===== config.mk =====
export PLATFORM = sky130hd
export DESIGN_NAME = periph_rx_arbiter
export DESIGN_NICKNAME = d
export VERILOG_FILES = /design/src/rtl/lycan_globals.sv /design/src/rtl/periph_arb_pkg.sv /design/src/rtl/rr_picker.sv /design/src/rtl/periph_rx_arbiter.sv
export SDC_FILE = /design/constraint.sdc
export NUM_CORES = 1
export LEC_CHECK = 0
export ABC_AREA = 1
export CORE_MARGIN = 8
export CORE_UTILIZATION = 33
export CTS_BUF_LIST = sky130_fd_sc_hd__clkbuf_4 sky130_fd_sc_hd__clkbuf_8
export CTS_CLUSTER_DIAMETER = 50
export CTS_CLUSTER_SIZE = 20
export DETAILED_ROUTE_END_ITERATION = 7
export GPL_ROUTABILITY_DRIVEN = 0
export PLACE_DENSITY = 0.92
export SLEW_MARGIN = 20
export SYNTH_ARGS = -nofsm -noshare
export SYNTH_HDL_FRONTEND = slang
export SYNTH_HIERARCHICAL = 1
export SYNTH_SLANG_ARGS = --single-unit

===== constraint.sdc =====
create_clock -name clk -period 2.72 [get_ports clk]
set_input_delay 0.544 -clock clk [delete_from_list [all_inputs] [get_ports clk]]
set_output_delay 0.544 -clock clk [all_outputs]
set_load 0.05 [all_outputs]

===== src/rtl/lycan_globals.sv =====
`default_nettype none
// ============================================================================
// Module      : lycan_globals (package)
// Description : System-wide widths for the USB-bound packet stream.
// Revision    : 1.0 - initial release
// ============================================================================
package lycan_globals;
    localparam int usb_packet_width     = 32;
    localparam int periph_address_width = 3;
endpackage
`default_nettype wire


===== src/rtl/periph_arb_pkg.sv =====
`default_nettype none
// ============================================================================
// Module      : periph_arb_pkg (package)
// Description : Shared state type and payload width for periph_rx_arbiter.
// Revision    : 1.0 - initial release
// ============================================================================
package periph_arb_pkg;
    localparam int PAYLOAD_W = lycan_globals::usb_packet_width
                             - lycan_globals::periph_address_width;

    typedef enum logic [0:0] {
        ARB  = 1'b0,
        XFER = 1'b1
    } arb_state_t;
endpackage
`default_nettype wire


===== src/rtl/rr_picker.sv =====
`default_nettype none
// ============================================================================
// Module      : rr_picker
// Description : Combinational round-robin priority encoder; the first request
//               at or after rr_ptr (modulo NUM_REQ) wins.
// Revision    : 1.0 - initial release
// ============================================================================
module rr_picker
    import periph_arb_pkg::*;
#(
    parameter int NUM_REQ = 8,
    parameter int IDX_W   = 3
) (
    input  logic [NUM_REQ-1:0] req,
    input  logic [IDX_W-1:0]   rr_ptr,
    output logic [IDX_W-1:0]   winner,
    output logic               valid
);

    int w_idx;

    // Walk offsets from farthest to nearest so the nearest requester is the
    // last assignment and therefore wins.
    always_comb begin
        winner = '0;
        valid  = 1'b0;
        w_idx  = 0;
        for (int i = NUM_REQ - 1; i >= 0; i--) begin
            w_idx = int'(rr_ptr) + i;
            if (w_idx >= NUM_REQ) begin
                w_idx = w_idx - NUM_REQ;
            end
            if (req[w_idx]) begin
                winner = w_idx[IDX_W-1:0];
                valid  = 1'b1;
            end
        end
    end

endmodule
`default_nettype wire


===== src/rtl/periph_rx_arbiter.sv =====
`default_nettype none
// ============================================================================
// Module      : periph_rx_arbiter
// Description : Round-robin drain of peripheral rx FIFOs into the USB tx FIFO,
//               tagging each word with the source index. Macro
//               PERIPH_ARB_BURST_EN enables bursts of up to BURST_MAX words.
// Revision    : 1.0 - initial release
// ============================================================================
module periph_rx_arbiter
    import lycan_globals::*;
    import periph_arb_pkg::*;
#(
    parameter int NUM_PERIPHS = 8,
    parameter int BURST_MAX   = 4
) (
    input  logic                                 clk,
    input  logic                                 rst,
    input  logic [NUM_PERIPHS*PAYLOAD_W-1:0]     periph_data,
    input  logic [NUM_PERIPHS-1:0]               periph_empty,
    output logic [NUM_PERIPHS-1:0]               periph_rden,
    output logic [usb_packet_width-1:0]          usb_data,
    output logic                                 usb_wren,
    input  logic                                 usb_full,
    output logic [periph_address_width-1:0]      grant,
    output logic                                 idle
);

    localparam int                          AW         = periph_address_width;
    localparam logic [AW-1:0]               c_last_idx = AW'(NUM_PERIPHS - 1);

    arb_state_t      r_state;
    logic [AW-1:0]   r_rr_ptr;
    logic [AW-1:0]   r_grant;
    logic [AW-1:0]   w_winner;
    logic            w_valid;
    logic            w_grant_empty;
    logic            w_fire;
    logic            w_last;
    logic [AW-1:0]   w_rr_next;
    logic [PAYLOAD_W-1:0] w_payload [NUM_PERIPHS];

    generate
        for (genvar gi = 0; gi < NUM_PERIPHS; gi++) begin : g_unpack
            assign w_payload[gi] = periph_data[gi*PAYLOAD_W +: PAYLOAD_W];
        end
    endgenerate

    rr_picker #(
        .NUM_REQ (NUM_PERIPHS),
        .IDX_W   (AW)
    ) u_rr_picker (
        .req     (~periph_empty),
        .rr_ptr  (r_rr_ptr),
        .winner  (w_winner),
        .valid   (w_valid)
    );

    assign w_grant_empty = periph_empty[r_grant];
    assign w_fire        = (r_state == XFER) & ~w_grant_empty & ~usb_full;
    assign w_rr_next     = (r_grant == c_last_idx) ? '0 : r_grant + 1'b1;

`ifdef PERIPH_ARB_BURST_EN
    localparam logic [7:0] c_burst_last = 8'(BURST_MAX - 1);
    logic [7:0] r_burst_cnt;

    always_ff @(posedge clk or posedge rst) begin
        if (rst) begin
            r_burst_cnt <= '0;
        end else if (r_state == ARB) begin
            r_burst_cnt <= '0;
        end else if (w_fire) begin
            r_burst_cnt <= r_burst_cnt + 8'd1;
        end
    end

    assign w_last = (r_burst_cnt == c_burst_last);
`else
    assign w_last = 1'b1;
`endif

    // usb_full holds everything in XFER; only an empty source or the last
    // fire of the burst hands the stream to the next peripheral.
    always_ff @(posedge clk or posedge rst) begin
        if (rst) begin
            r_state  <= ARB;
            r_rr_ptr <= '0;
            r_grant  <= '0;
        end else begin
            case (r_state)
                ARB: begin
                    if (w_valid) begin
                        r_grant <= w_winner;
                        r_state <= XFER;
                    end
                end
                XFER: begin
                    if (w_grant_empty || (w_fire && w_last)) begin
                        r_state  <= ARB;
                        r_rr_ptr <= w_rr_next;
                    end
                end
                default: r_state <= ARB;
            endcase
        end
    end

    always_comb begin
        periph_rden = '0;
        usb_wren    = w_fire;
        usb_data    = '0;
        if (w_fire) begin
            periph_rden[r_grant] = 1'b1;
            usb_data             = {r_grant, w_payload[r_grant]};
        end
    end

    assign grant = r_grant;
    assign idle  = (r_state == ARB) & (&periph_empty);

endmodule
`default_nettype wire


==> metrics.txt, run 1 <==
max_slew headroom=66.2%; Initial DRC Count=477; worst-case reg-to-reg path depth=16; Synth Area in Compound Gates=2.50%; skew final=0.00458 ns; Fillers=903; CTS Sinks=7; pre-CTS setup slack=0.0913 ns; # port buffers=287; main combinational cell family by area after synthesis=simple AND/OR/NAND/NOR gates; Post-CTS Setup Bufs=0; met2 wire len=9.45 mm; crit-path max FO=28; FMAX=381 MHz; PnR worst setup slack=0.0920 ns; Met1 Routed Length=6.41 mm; core region area=10,100 um^2; Hold Vio Cnt, Final=0; CP endpoint kind=primary output; Slowest cell on crit path=clkdlybuf4s50_1; Syn Inst Count=661; critical path arrival=2.08 ns; Synth Area in Adders=1.49%; Max Slew Vio Count=0; peak supply drop=0.727 mV; unrepaired setup endpoints after global routing=false; post_cts resized=0; Yosys reg bits=7; post-synthesis mux area share=0%; WL met3=1.63 mm; H-tree levels=1; startpoint types=input port; Via Count=5,420; status=completed; fraction of layout cells with a size suffix above 1=17.1%; Leak=2.83 nW; hold buffer count at cts=0; Final setup viols=0; Post-DRT Antenna Nets=0; Final Cell Area=6380 um^2; Final Routed Wirelength=18.1 mm; CTS tree=done; post-detail-place hpwl=14.9 mm; grt ovf=0; top sig layer=met4; maximum clock path buffer count=2; Top cell by count, worst path=nand2_1; measured slew at the worst slew-check pin=0.506 ns; main flop type after synthesis=dfrtp_1; CP bufs+invs=5; Critical Path Stages=10; clock latency on the worst-skew pair=0.23 ns; Ports=288; clock root buffer=clkbuf_8; Seq/Total Area, Yosys=5.21%; most frequent cells in the layout=nand2_1 (294), clkdlybuf4s50_1 (245), nand3_1 (148), buf_4 (48), nor2_2 (44); Synth Warn #=6; die area=13,700 um^2; Simple-Gate Fraction of Synth Area=77.9%; Synth Area per Inst=5.08 um^2; min Tclk post-route=2.63 ns; Post-Syn Nets=908; first-pass GRT wire length=26.8 mm; largest net degree at the start of global routing=84; total track usage=25.1%; initial antenna violation count=0; number of flops mapped to enable cells by yosys=0; Max stage delay on crit path=0.43 ns; CP cell instances=clkdlybuf4s50_1 > inv_1 > nand2_1 > nand3_1 > nand2_1 > nor3_4 > inv_2 > buf_12 > nor2_2 > buf_6; placed inst area=6290 um^2; Hold/Removal Path Class=in -> async; Worst Path Required=2.18 ns; classification of the worst setup path=in -> out; Top delay family on crit path=buffers and inverters; commonest non-fill, non-tap cell in the layout=nand2_1; Die X=117 um; max-cap violations=0; ys async rst share=100%; power per standard cell area=1030 nW/um^2; diode count=0; Distinct cells, synth=31; layout overhead on the synthesized area=89.9%; Pre-antenna DRT Iters=5; Post-Synth XOR/XNOR Area=0.819%; die height=117 um; Layout Nets=1,177; vias in the first global route=5,216; synthesized area=3360 um^2; row cnt=37; Worst-path clk slew=0.04 ns; crit share post-route=96.6%; # DRC=0; WL per Instance=17.0 um; Initial Util=33.3%; DR vias/cell=5.09; total CTS buffers=3
-- kinds of logic after synthesis --
family,count (synthesis)
and+or+nand+nor,557
AOI/OAI and AO/OA,15
buffers and inverters,77
DFF,7
xor gates and xnor gates,1
adders and majority gates,4
-- Yosys cell counts, types with 8 or more instances --
master,n,area (um^2)
nand2_2,11,68.8
nor2_1,9,33.8
nand3_2,13,130
clkbuf_1,18,67.6
a21oi_1,10,50.1
nor2_2,43,269
inv_1,20,75.1
nand2_1,294,1100
buf_2,13,65.1
nand3_1,148,741
nand4_1,31,194
buf_6,8,90.1
-- final cells by class --
class	count	area (um^2)	area share [%]
Inverter	30	128	2.00
Clock buffer	4	48.8	0.765
Tap cell	136	170	2.67
Timing Repair Buffer	311	3070	48.1
Sequential cell	7	179	2.80
Multi-Input combinational cell	577	2790	43.7
-- path summary, 6_finish.rpt --
path | from | to | slack (ns)
max in group asynchronous | rst | grant[0] | 1.92
setup reg to reg | r_rr_ptr[0] | grant[1] | 0.53
setup / recovery | periph_empty[0] | usb_data[16] | 0.09
hold / removal | rst | r_rr_ptr[1] | 0.55
hold reg to reg | r_state | r_rr_ptr[2] | 0.61
min in group clk | r_state | r_rr_ptr[2] | 0.61
-- state kept, by name, summed over array words and instances (netlist names) --
signal	count
grant	3
r_rr_ptr	3
r_state	1
-- metrics by stage --
step	hold slack (ns)	util, %	instances	power [mW]	TNS [ns]
after CTS	0.556	62.8	1065	6.49	0
final	0.551	63.2	1065	6.57	0
after global routing	0.580	63.2	1065	7.16	0
after detailed placement	0.595	62.3	1061	6.30	0
after floorplan	0.347	-	661	4.66	-5.12
after global placement	0.580	62.3	1061	6.24	0
-- report_power, final --
group	total, mW	internal (mW)	switching [mW]	leakage, nW
Combinational	6.13	2.12	4.00	2.72
Clock	0.160	0.112	0.0487	0.0262
Sequential	0.288	0.167	0.121	0.0821
Total	6.57	2.40	4.17	2.83
-- per-layer routing --
metal | track usage [%] | vias up
met5 | 0 | -
met4 | 8.28 | 0
li1 | - | 2697
met2 | 45.2 | 271
met1 | 27.8 | 2407
met3 | 7.13 | 45
Power figures use the tool's default switching activity.
==> run 2, diff against run 1 <==
CORE_ASPECT_RATIO = 2   (was unset)
==> metrics.txt, run 2 (same netlist as run 1, synthesis figures left out) <==
Pre-antenna DRT Iters=5; grt ovf=0; Seq pwr share=4.8%; unrepaired setup endpoints after global routing=false; # DRC=0; Hold/Removal Path Class=in -> async; critical path arrival=2.09 ns; Max Slew Vio Count=0; row cnt=52; Initial DRC Count=372; clock root buffer=clkbuf_8; startpoint types=input port; post-detail-place hpwl=15.7 mm; Fillers=902; H-tree levels=1; peak supply drop=0.685 mV; switching share of power=64.3%; Leak=2.83 nW; power per standard cell area=1050 nW/um^2; Via Count=5,551; vias in the first global route=5,658; CP cell instances=clkdlybuf4s50_1 > inv_1 > nand2_1 > nand3_1 > nand2_2 > nor3_4 > inv_2 > buf_12 > nor2_2 > buf_4; layout overhead on the synthesized area=89.7%; fraction of layout cells with a size suffix above 1=17.5%; switching pwr=4.29 mW; skew final=0.00434 ns; status=completed; Die X=87.3 um; Hold Vio Cnt, Final=0; total CTS buffers=3; die height=159 um; max_slew headroom=66.2%; placed inst area=6290 um^2; total track usage=26.8%; Slowest cell on crit path=clkdlybuf4s50_1; Worst-path clk slew=0.04 ns; share of power burned in combinational logic=92.8%; Max stage delay on crit path=0.42 ns; maximum clock path buffer count=2; commonest non-fill, non-tap cell in the layout=nand2_1; CP endpoint kind=primary output; clock latency on the worst-skew pair=0.23 ns; FMAX=379 MHz; hold buffer count at cts=0; Initial Util=33.5%; initial antenna violation count=0; DR vias/cell=5.22; measured slew at the worst slew-check pin=0.505 ns; CTS Sinks=7; classification of the worst setup path=in -> out; Pint=2.38 mW; Clock power frac=2.4%; Post-DRT Antenna Nets=0; crit-path max FO=22; crit share post-route=96.9%; Hold WS=0.541 ns; Layout Nets=1,177; Final Routed Wirelength=19.0 mm; Final setup viols=0; diode count=0; WL per Instance=17.9 um; core region area=10,000 um^2; max-cap violations=0; first-pass GRT wire length=28.8 mm; die area=13,900 um^2; largest net degree at the start of global routing=87; min Tclk post-route=2.64 ns; CTS tree=done; Final Cell Area=6370 um^2; Top delay family on crit path=buffers and inverters; most frequent cells in the layout=nand2_1 (293), clkdlybuf4s50_1 (245), nand3_1 (147), buf_4 (55), nor2_2 (43); CP bufs+invs=5; Worst Path Required=2.18 ns; Ports=288; # port buffers=287
==> run 2: per-stage QoR <==
stage / instances / total power, mW / util (%) / setup WS (ns) / setup TNS, ns
2_1_floorplan: 661 / 4.66 / - / -0.128 / -5.12
3_3_place_gp: 1060 / 6.32 / 62.8 / 0.118 / 0
3_5_place_dp: 1060 / 6.41 / 62.8 / 0.104 / 0
4_1_cts: 1064 / 6.60 / 63.3 / 0.0533 / 0
5_1_grt: 1064 / 7.25 / 63.6 / 0.00967 / 0
6_report: 1064 / 6.67 / 63.6 / 0.0849 / 0
==> run 2: area by class of cell <==
cell class | instances | area [um^2] | area share (%)
Clock buffer | 4 | 48.8 | 0.766
Inverter | 30 | 135 | 2.12
Multi-Input combinational cell | 577 | 2800 | 43.9
Sequential cell | 7 | 179 | 2.81
Tap cell | 135 | 169 | 2.65
Timing Repair Buffer | 311 | 3040 | 47.7
==> run 2: metal layers <==
metal	vias up	global-route usage (%)	share of wire, %
li1	2697	-	-
met1	2460	27.2	34
met2	310	48.2	53
met3	84	6.46	7.7
met4	0	15.3	5.7
met5	-	0	0
==> run 2: final timing paths <==
| path | slack, ns | cells after the start | start | endpoint |
|---|---|---|---|---|
| worst max register to register | 0.43 | 16 | r_rr_ptr[0] | grant[1] |
| worst min-delay path | 0.54 | 2 | rst | r_rr_ptr[2] |
| worst max-delay path | 0.08 | 10 | periph_empty[0] | usb_data[11] |
| worst min register to register | 0.66 | 2 | r_state | r_rr_ptr[0] |
| max in group asynchronous | 1.94 | 2 | rst | grant[0] |
| min in group clk | 0.66 | 2 | r_state | r_rr_ptr[0] |
==> run 2: timing repair <==
item / 4_1_cts / 5_1_grt
gates resized for setup: 0 / 12
setup buffers: 0 / 0
endpoints found under the hold margin: 0 / 0
setup endpoints to repair: 0 / 40
==> run 2: power groups by stage <==
| stage | sequential (mW) | clock (mW) | combinational [mW] |
|---|---|---|---|
| finish | 0.320 | 0.158 | 6.20 |
| CTS | 0.312 | 0.160 | 6.12 |
| detailed placement | 0.315 | 0 | 6.09 |
| global route | 0.329 | 0.166 | 6.76 |
| global placement | 0.309 | 0 | 6.01 |
| floorplan | 0.295 | 0 | 4.37 |
